===== config.mk =====
export PLATFORM = sky130hd
export DESIGN_NAME = uart_rx_seq_check
export DESIGN_NICKNAME = d
export VERILOG_FILES = /design/src/rtl/uart_rx_seq_check.sv
export SDC_FILE = /design/constraint.sdc
export NUM_CORES = 1
export LEC_CHECK = 0
export ABC_AREA = 1
export CAP_MARGIN = 10
export CORE_MARGIN = 5
export CORE_UTILIZATION = 50
export DETAILED_ROUTE_END_ITERATION = 8
export DONT_BUFFER_PORTS = 1
export GPL_ROUTABILITY_DRIVEN = 0
export PLACE_DENSITY = 0.68
export SLEW_MARGIN = 20
export SYNTH_ARGS = -nofsm -noshare
export SYNTH_HDL_FRONTEND = slang
export SYNTH_SLANG_ARGS = --single-unit

===== constraint.sdc =====
create_clock -name clk -period 1.4 [get_ports clk]
set_input_delay 0.42 -clock clk [delete_from_list [all_inputs] [get_ports clk]]
set_output_delay 0.42 -clock clk [all_outputs]
set_load 0.05 [all_outputs]

===== src/rtl/uart_rx_seq_check.sv =====
// uart_rx_seq_check
// Receives a UART 8N1 line and checks the incoming characters against the
// ASCII sequence '0'..'z' (8'h30..8'h7A). The sequence steps up by 1 and wraps
// from 'z' back to '0'. Characters arrive in bursts of BURST_LEN. The block
// reports framing errors and sequence mismatches, and marks each completed
// burst.
//
// Ports:
//   clk        system clock
//   rst        synchronous active-high reset
//   rx         asynchronous UART line, idle high
//   clear_err  one-cycle pulse, clears seq_err and err_count
//   rx_data    last correctly framed byte
//   rx_done    one-cycle pulse when rx_data updates
//   frame_err  one-cycle pulse when the stop bit is sampled low
//   seq_err    sticky flag, set on a sequence mismatch
//   err_count  mismatch count, saturates at 255
//   burst_done one-cycle pulse, coincident with the rx_done that completes a burst
//   char_idx   position within the current burst, 0..BURST_LEN-1
module uart_rx_seq_check #(
   parameter int CLK_FREQ  = 100_000_000,
   parameter int BAUD      = 9600,
   parameter int BURST_LEN = 16
) (
   input  logic       clk,
   input  logic       rst,
   input  logic       rx,
   input  logic       clear_err,
   output logic [7:0] rx_data,
   output logic       rx_done,
   output logic       frame_err,
   output logic       seq_err,
   output logic [7:0] err_count,
   output logic       burst_done,
   output logic [3:0] char_idx
);

   localparam int               DIV        = CLK_FREQ / (BAUD * 16);
   localparam int               DIV_W      = (DIV > 1) ? $clog2(DIV) : 1;
   localparam logic [DIV_W-1:0] DIV_LAST   = DIV_W'(DIV - 1);
   localparam logic [3:0]       IDX_LAST   = 4'(BURST_LEN - 1);
   localparam logic [7:0]       CHAR_FIRST = 8'h30;
   localparam logic [7:0]       CHAR_LAST  = 8'h7A;

   typedef enum logic [2:0] {
      IDLE      = 3'd0,
      START     = 3'd1,
      DATA      = 3'd2,
      STOP      = 3'd3,
      WAIT_HIGH = 3'd4
   } state_t;

   logic             rx_meta_r;
   logic             rxs_r;
   logic [DIV_W-1:0] div_cnt_r;
   logic             tick_s;
   state_t           state_r;
   logic [3:0]       tcnt_r;
   logic [2:0]       bit_r;
   logic [7:0]       shift_r;
   logic [7:0]       expected_r;

   // Next character the stream should carry. This resyncs to the byte actually
   // received, so one dropped character costs a single error, not a cascade.
   function automatic logic [7:0] next_expected(input logic [7:0] b);
      if (b == CHAR_LAST) begin
         next_expected = CHAR_FIRST;
      end else begin
         next_expected = b + 8'd1;
      end
   endfunction

   // Saturating increment for the error counter.
   function automatic logic [7:0] sat_inc(input logic [7:0] c);
      if (c == 8'hFF) begin
         sat_inc = 8'hFF;
      end else begin
         sat_inc = c + 8'd1;
      end
   endfunction

   // Two-flop synchronizer on the asynchronous rx line.
   always_ff @(posedge clk) begin
      if (rst) begin
         rx_meta_r <= 1'b1;
         rxs_r     <= 1'b1;
      end else begin
         rx_meta_r <= rx;
         rxs_r     <= rx_meta_r;
      end
   end

   // 16x oversampling tick.
   always_comb begin
      tick_s = (div_cnt_r == DIV_LAST);
   end

   // Free-running divider. Only rst restarts it.
   always_ff @(posedge clk) begin
      if (rst) begin
         div_cnt_r <= '0;
      end else if (tick_s) begin
         div_cnt_r <= '0;
      end else begin
         div_cnt_r <= div_cnt_r + DIV_W'(1);
      end
   end

   // Receive FSM: framing, data capture, output pulses and burst position.
   always_ff @(posedge clk) begin
      if (rst) begin
         state_r    <= IDLE;
         tcnt_r     <= 4'd0;
         bit_r      <= 3'd0;
         shift_r    <= 8'h00;
         rx_data    <= 8'h00;
         rx_done    <= 1'b0;
         frame_err  <= 1'b0;
         burst_done <= 1'b0;
         char_idx   <= 4'd0;
      end else begin
         rx_done    <= 1'b0;
         frame_err  <= 1'b0;
         burst_done <= 1'b0;
         case (state_r)
            IDLE: begin
               if (!rxs_r) begin
                  state_r <= START;
                  tcnt_r  <= 4'd0;
               end
            end
            START: begin
               // Re-check the line at mid start bit. A line that is already
               // high again was only a glitch.
               if (tick_s) begin
                  if (tcnt_r == 4'd7) begin
                     tcnt_r <= 4'd0;
                     bit_r  <= 3'd0;
                     if (!rxs_r) begin
                        state_r <= DATA;
                     end else begin
                        state_r <= IDLE;
                     end
                  end else begin
                     tcnt_r <= tcnt_r + 4'd1;
                  end
               end
            end
            DATA: begin
               if (tick_s) begin
                  if (tcnt_r == 4'd15) begin
                     tcnt_r  <= 4'd0;
                     shift_r <= {rxs_r, shift_r[7:1]};
                     if (bit_r == 3'd7) begin
                        state_r <= STOP;
                     end else begin
                        bit_r <= bit_r + 3'd1;
                     end
                  end else begin
                     tcnt_r <= tcnt_r + 4'd1;
                  end
               end
            end
            STOP: begin
               if (tick_s) begin
                  if (tcnt_r == 4'd15) begin
                     tcnt_r <= 4'd0;
                     if (rxs_r) begin
                        rx_data <= shift_r;
                        rx_done <= 1'b1;
                        state_r <= IDLE;
                        if (char_idx == IDX_LAST) begin
                           burst_done <= 1'b1;
                           char_idx   <= 4'd0;
                        end else begin
                           char_idx <= char_idx + 4'd1;
                        end
                     end else begin
                        frame_err <= 1'b1;
                        state_r   <= WAIT_HIGH;
                     end
                  end else begin
                     tcnt_r <= tcnt_r + 4'd1;
                  end
               end
            end
            WAIT_HIGH: begin
               if (rxs_r) begin
                  state_r <= IDLE;
               end
            end
            default: begin
               state_r <= IDLE;
            end
         endcase
      end
   end

   // Sequence checker. It runs in the rx_done cycle on the freshly updated
   // rx_data, so a clear_err in that same cycle loses to a mismatch.
   always_ff @(posedge clk) begin
      if (rst) begin
         seq_err    <= 1'b0;
         err_count  <= 8'h00;
         expected_r <= CHAR_FIRST;
      end else begin
         if (rx_done) begin
            expected_r <= next_expected(rx_data);
         end else begin
            expected_r <= expected_r;
         end
         if (rx_done && (rx_data != expected_r)) begin
            seq_err <= 1'b1;
            if (clear_err) begin
               err_count <= 8'd1;
            end else begin
               err_count <= sat_inc(err_count);
            end
         end else if (clear_err) begin
            seq_err   <= 1'b0;
            err_count <= 8'h00;
         end else begin
            seq_err   <= seq_err;
            err_count <= err_count;
         end
      end
   end

endmodule


==> results.rst <==
.. list-table::
   :header-rows: 1

   * - Metric
     - Value
   * - Outcome
     - complete, but fails checks
   * - Violations in the final reports
     - setup timing
   * - Layout-stage area growth over the synthesis result
     - 38.17%
   * - # fillers
     - 493
   * - Clock slew seen by the registers of the worst setup and hold paths
     - around 0.08 ns
   * - Synth Area in Compound Gates
     - around an eighth
   * - Leakage
     - 1.924 nW
   * - Routed len/inst
     - 13.58 µm
   * - Number of buffers inserted by port buffering
     - 0
   * - Post-Synth Adder-Cell Area
     - under 10%
   * - Per-cell via count in the routed design
     - just over 5
   * - Crit Path Max Fanout
     - 5
   * - F_max
     - 670.7 MHz
   * - Synthesized instance count
     - 482
   * - Post-synthesis cell area
     - 3252 µm²
   * - Largest cells by area after synthesis
     - sky130_fd_sc_hd__dfxtp_1 (38%), sky130_fd_sc_hd__nand2_1 (14%), sky130_fd_sc_hd__nor2_1 (7.3%), sky130_fd_sc_hd__a21oi_1 (7.1%), sky130_fd_sc_hd__inv_1 (6.8%)
   * - CTS Buffer Depth
     - 2
   * - Worst path top cell family by delay
     - simple AND/OR/NAND/NOR gates
   * - CTS tree
     - yes
   * - Fin area
     - ~4500 µm²
   * - RSZ-0062 raised after global routing
     - true
   * - Number of library cell types mapped by synthesis
     - 34
   * - Instance count after placement with tap cells included
     - 600
   * - Smallest setup slack after layout
     - -0.09101 ns
   * - Biggest cell delay along the critical path
     - 0.36 ns
   * - Number of nets produced by synthesis
     - just under 500
   * - # setup viols final
     - 28
   * - Initial DRC count
     - ~190
   * - # DRC
     - 0
   * - # rows
     - 29
   * - Max-slew violation count
     - 0
   * - Ports placed on the boundary
     - 28
   * - First-pass GRT wire length
     - about 14 mm
   * - Vias after detailed routing
     - around 3,200
   * - Setup CP Type
     - reg2reg
   * - CTS sink cnt
     - 62
   * - Clock latency on the worst-skew pair
     - 0.35 ns
   * - Residual antenna-violating net count after detailed routing
     - 0
   * - Number of detailed-routing iterations run before antenna repair
     - 4
   * - Cell with the most instances on the worst path
     - sky130_fd_sc_hd__nor2_4
   * - Final HPWL from detailed placement
     - 5.458 mm
   * - Avg Cell Area, Syn
     - 6.747 µm²
   * - Total of flip-flops plus latches after synthesis
     - 62
   * - Worst Setup Start Kind
     - flip-flop
   * - Share of synthesized area spent on multiplexers
     - 0%
   * - Height of the die
     - 90.65 µm
   * - Width of the die
     - roughly 91 µm
   * - Area of the core region
     - roughly 6300 µm²
   * - Antenna cell count
     - 0
   * - Max-cap violation count
     - 0
   * - TritonCTS Buffers
     - 9
   * - Maximum ir drop on the vdd rail
     - 0.0008659 V
   * - Register area
     - 1297 µm²
   * - Class of the most critical hold timing path
     - in2reg
   * - Leading cell types in the layout, fill and taps excluded
     - sky130_fd_sc_hd__nand2_1 (104), sky130_fd_sc_hd__inv_1 (54), sky130_fd_sc_hd__nor2_1 (52)
   * - Via count of the first global-routing pass
     - approximately 3,000
   * - Final total negative setup slack
     - -1.448 ns
   * - Largest net degree at the start of global routing
     - 38
   * - Cell at the root of the clock tree
     - sky130_fd_sc_hd__clkbuf_8
   * - Worst Skew
     - 0.01275 ns
   * - Share of the synthesized area in the top cell type
     - 38.17%
   * - Slew at the pin with the worst max-slew slack
     - roughly 0.34 ns
   * - Global-route total usage across every layer
     - 19.84%
   * - Cell with the largest stage delay on the worst path
     - sky130_fd_sc_hd__dfxtp_4
   * - CP required
     - around 1.7 ns
   * - Aggregate global routing overflow
     - 0
   * - Synth warnings
     - 0
   * - Combinational family with the most area after synthesis
     - simple AND/OR/NAND/NOR gates
   * - Area of the multi-input gates
     - 2068 µm²
   * - Cell accounting for the most synthesized area
     - sky130_fd_sc_hd__dfxtp_1
   * - Max H-tree Level
     - 3
   * - Proportion of synthesized chip area in sequential cells
     - a little under two fifths
   * - Area share of xor/xnor cells in the synthesized design
     - ~2.2%
   * - Synth Area in Simple Gates
     - 35.24%
   * - Initial antenna violation count
     - 0
   * - Hold violation total from the final report
     - 0
   * - Worst endpoint data arrival time
     - around 1.8 ns
   * - Final period util
     - 106.5%
   * - Crit path capture type
     - flip-flop
   * - Final Net Count
     - 560
   * - Initial core utilization
     - 51.21%
   * - Relative slew slack
     - 77.04%
   * - Bufs and invs on worst path
     - 2
   * - Number of buffers added to fix hold violations after cts
     - 0
   * - Most common cell after layout, fill and taps aside
     - sky130_fd_sc_hd__nand2_1
   * - Die Outline Area
     - 8217 µm²
   * - Number of cells in the finished layout apart from fillers
     - 629
   * - Final wirelength
     - 8.544 mm
   * - Ratio of cells with drive above 1 in the final layout
     - 35.51%
   * - Area after detailed placement
     - 3720 µm²
   * - Shortest clock period the worst path allows after layout
     - between 1 and 1.5 ns
   * - Total power divided by cell area
     - 1162 nW/µm²
   * - Critical path, cell by cell
     - inv_4 > ha_4 > nand2_4 > nor2_4 > buf_6 > nand4_4 > nor2_4 > o21ai_0 > a21oi_1
-- metrics by stage --
| stage | hold slack, ns | util, % | total power [mW] | worst slack, ns |
|---|---|---|---|---|
| 6_report | 0.1168 | 70.76 | 5.221 | -0.09101 |
| 3_5_place_dp | 0.3947 | 58.58 | 2.871 | -0.1619 |
| 3_3_place_gp | 0.3926 | 58.58 | 2.847 | -0.1172 |
| 2_1_floorplan | 0.3895 | - | 2.640 | -0.003953 |
| 4_1_cts | 0.1137 | 65.46 | 4.889 | -0.07896 |
| 5_1_grt | 0.1062 | 70.76 | 5.457 | -0.2099 |
-- worst paths after layout --
kind                start    endpoint  slack [ns]  depth (start not counted)
min                   rst    bit_r[0]        0.12                          1
max reg2reg  div_cnt_r[0]  shift_r[7]       -0.09                          9
max          div_cnt_r[0]  shift_r[7]       -0.09                          9
min reg2reg     rx_meta_r       rxs_r        0.40                          1
-- metal layers --
| metal | share of wire, % | GRT usage (%) | vias up |
|---|---|---|---|
| met3 | 4.6 | 5.000 | 18 |
| met2 | 50 | 34.02 | 64 |
| met1 | 43 | 23.06 | 1472 |
| met4 | 2.2 | 8.933 | 0 |
| met5 | 0 | 0 | - |
| li1 | - | - | 1677 |
-- cell type report --
type,count,area share (%)
sequential,62,28.88
multi-input combinational,348,46.03
clock buffer,11,3.147
inverter,64,5.458
tap,77,2.144
clock inverter,5,2.367
timing repair buffer,62,11.97
-- logic make-up (layout without fill, tap and decap cells) --
kind of cell,count (synthesis),count (layout)
adder cells (fa/ha/maj),9,9
flip-flops,62,62
AND/OR/NAND/NOR,255,257
buffers and inverters,74,142
AO/OA/AOI/OAI,74,74
XOR/XNOR,8,8
-- synthesized netlist by cell type --
cell type	n
sky130_fd_sc_hd__xnor2_1	3
sky130_fd_sc_hd__nand3b_2	1
sky130_fd_sc_hd__nor3_1	4
sky130_fd_sc_hd__or2_2	2
sky130_fd_sc_hd__or3_1	1
sky130_fd_sc_hd__nand2_1	120
sky130_fd_sc_hd__nand4_2	1
sky130_fd_sc_hd__nand2_2	4
sky130_fd_sc_hd__ha_1	9
sky130_fd_sc_hd__dfxtp_1	62
sky130_fd_sc_hd__nand3_1	34
sky130_fd_sc_hd__buf_6	2
sky130_fd_sc_hd__o21a_1	1
sky130_fd_sc_hd__nor3_4	1
sky130_fd_sc_hd__nor2_2	5
sky130_fd_sc_hd__nand4_1	10
sky130_fd_sc_hd__nor2_4	3
sky130_fd_sc_hd__nor2_1	63
sky130_fd_sc_hd__o22ai_1	1
sky130_fd_sc_hd__inv_2	5
sky130_fd_sc_hd__nand3b_1	2
sky130_fd_sc_hd__nor3b_1	2
sky130_fd_sc_hd__o21ai_2	1
sky130_fd_sc_hd__buf_4	1
sky130_fd_sc_hd__xor2_1	5
sky130_fd_sc_hd__o211ai_1	1
sky130_fd_sc_hd__clkbuf_1	7
sky130_fd_sc_hd__a31oi_1	2
sky130_fd_sc_hd__o21ai_0	21
sky130_fd_sc_hd__nand3_2	1
sky130_fd_sc_hd__nand3_4	1
sky130_fd_sc_hd__a211oi_1	1
sky130_fd_sc_hd__inv_1	59
sky130_fd_sc_hd__a21oi_1	46
-- what timing repair did --
| item | 4_1_cts | 5_1_grt |
|---|---|---|
| endpoints found under the setup margin | 43 | 61 |
| pin swaps | 24 | 23 |
| resized for setup | 43 | 78 |
| buffers inserted | 5 | 7 |
| gates cloned | 1 | 1 |
-- registers in the layout, indices dropped and copies added (netlist names), 3 cells and up --
name,cells
err_count,8
state_r,3
div_cnt_r,10
rx_data,8
bit_r,3
char_idx,4
shift_r,8
expected_r,8
tcnt_r,4
-- power breakdown --
part / switching, mW / internal [mW]
Sequential: 0.0621 / 1.81
Clock: 0.736 / 1.23
Combinational: 0.883 / 0.492
(Power assumes the default switching activity.)
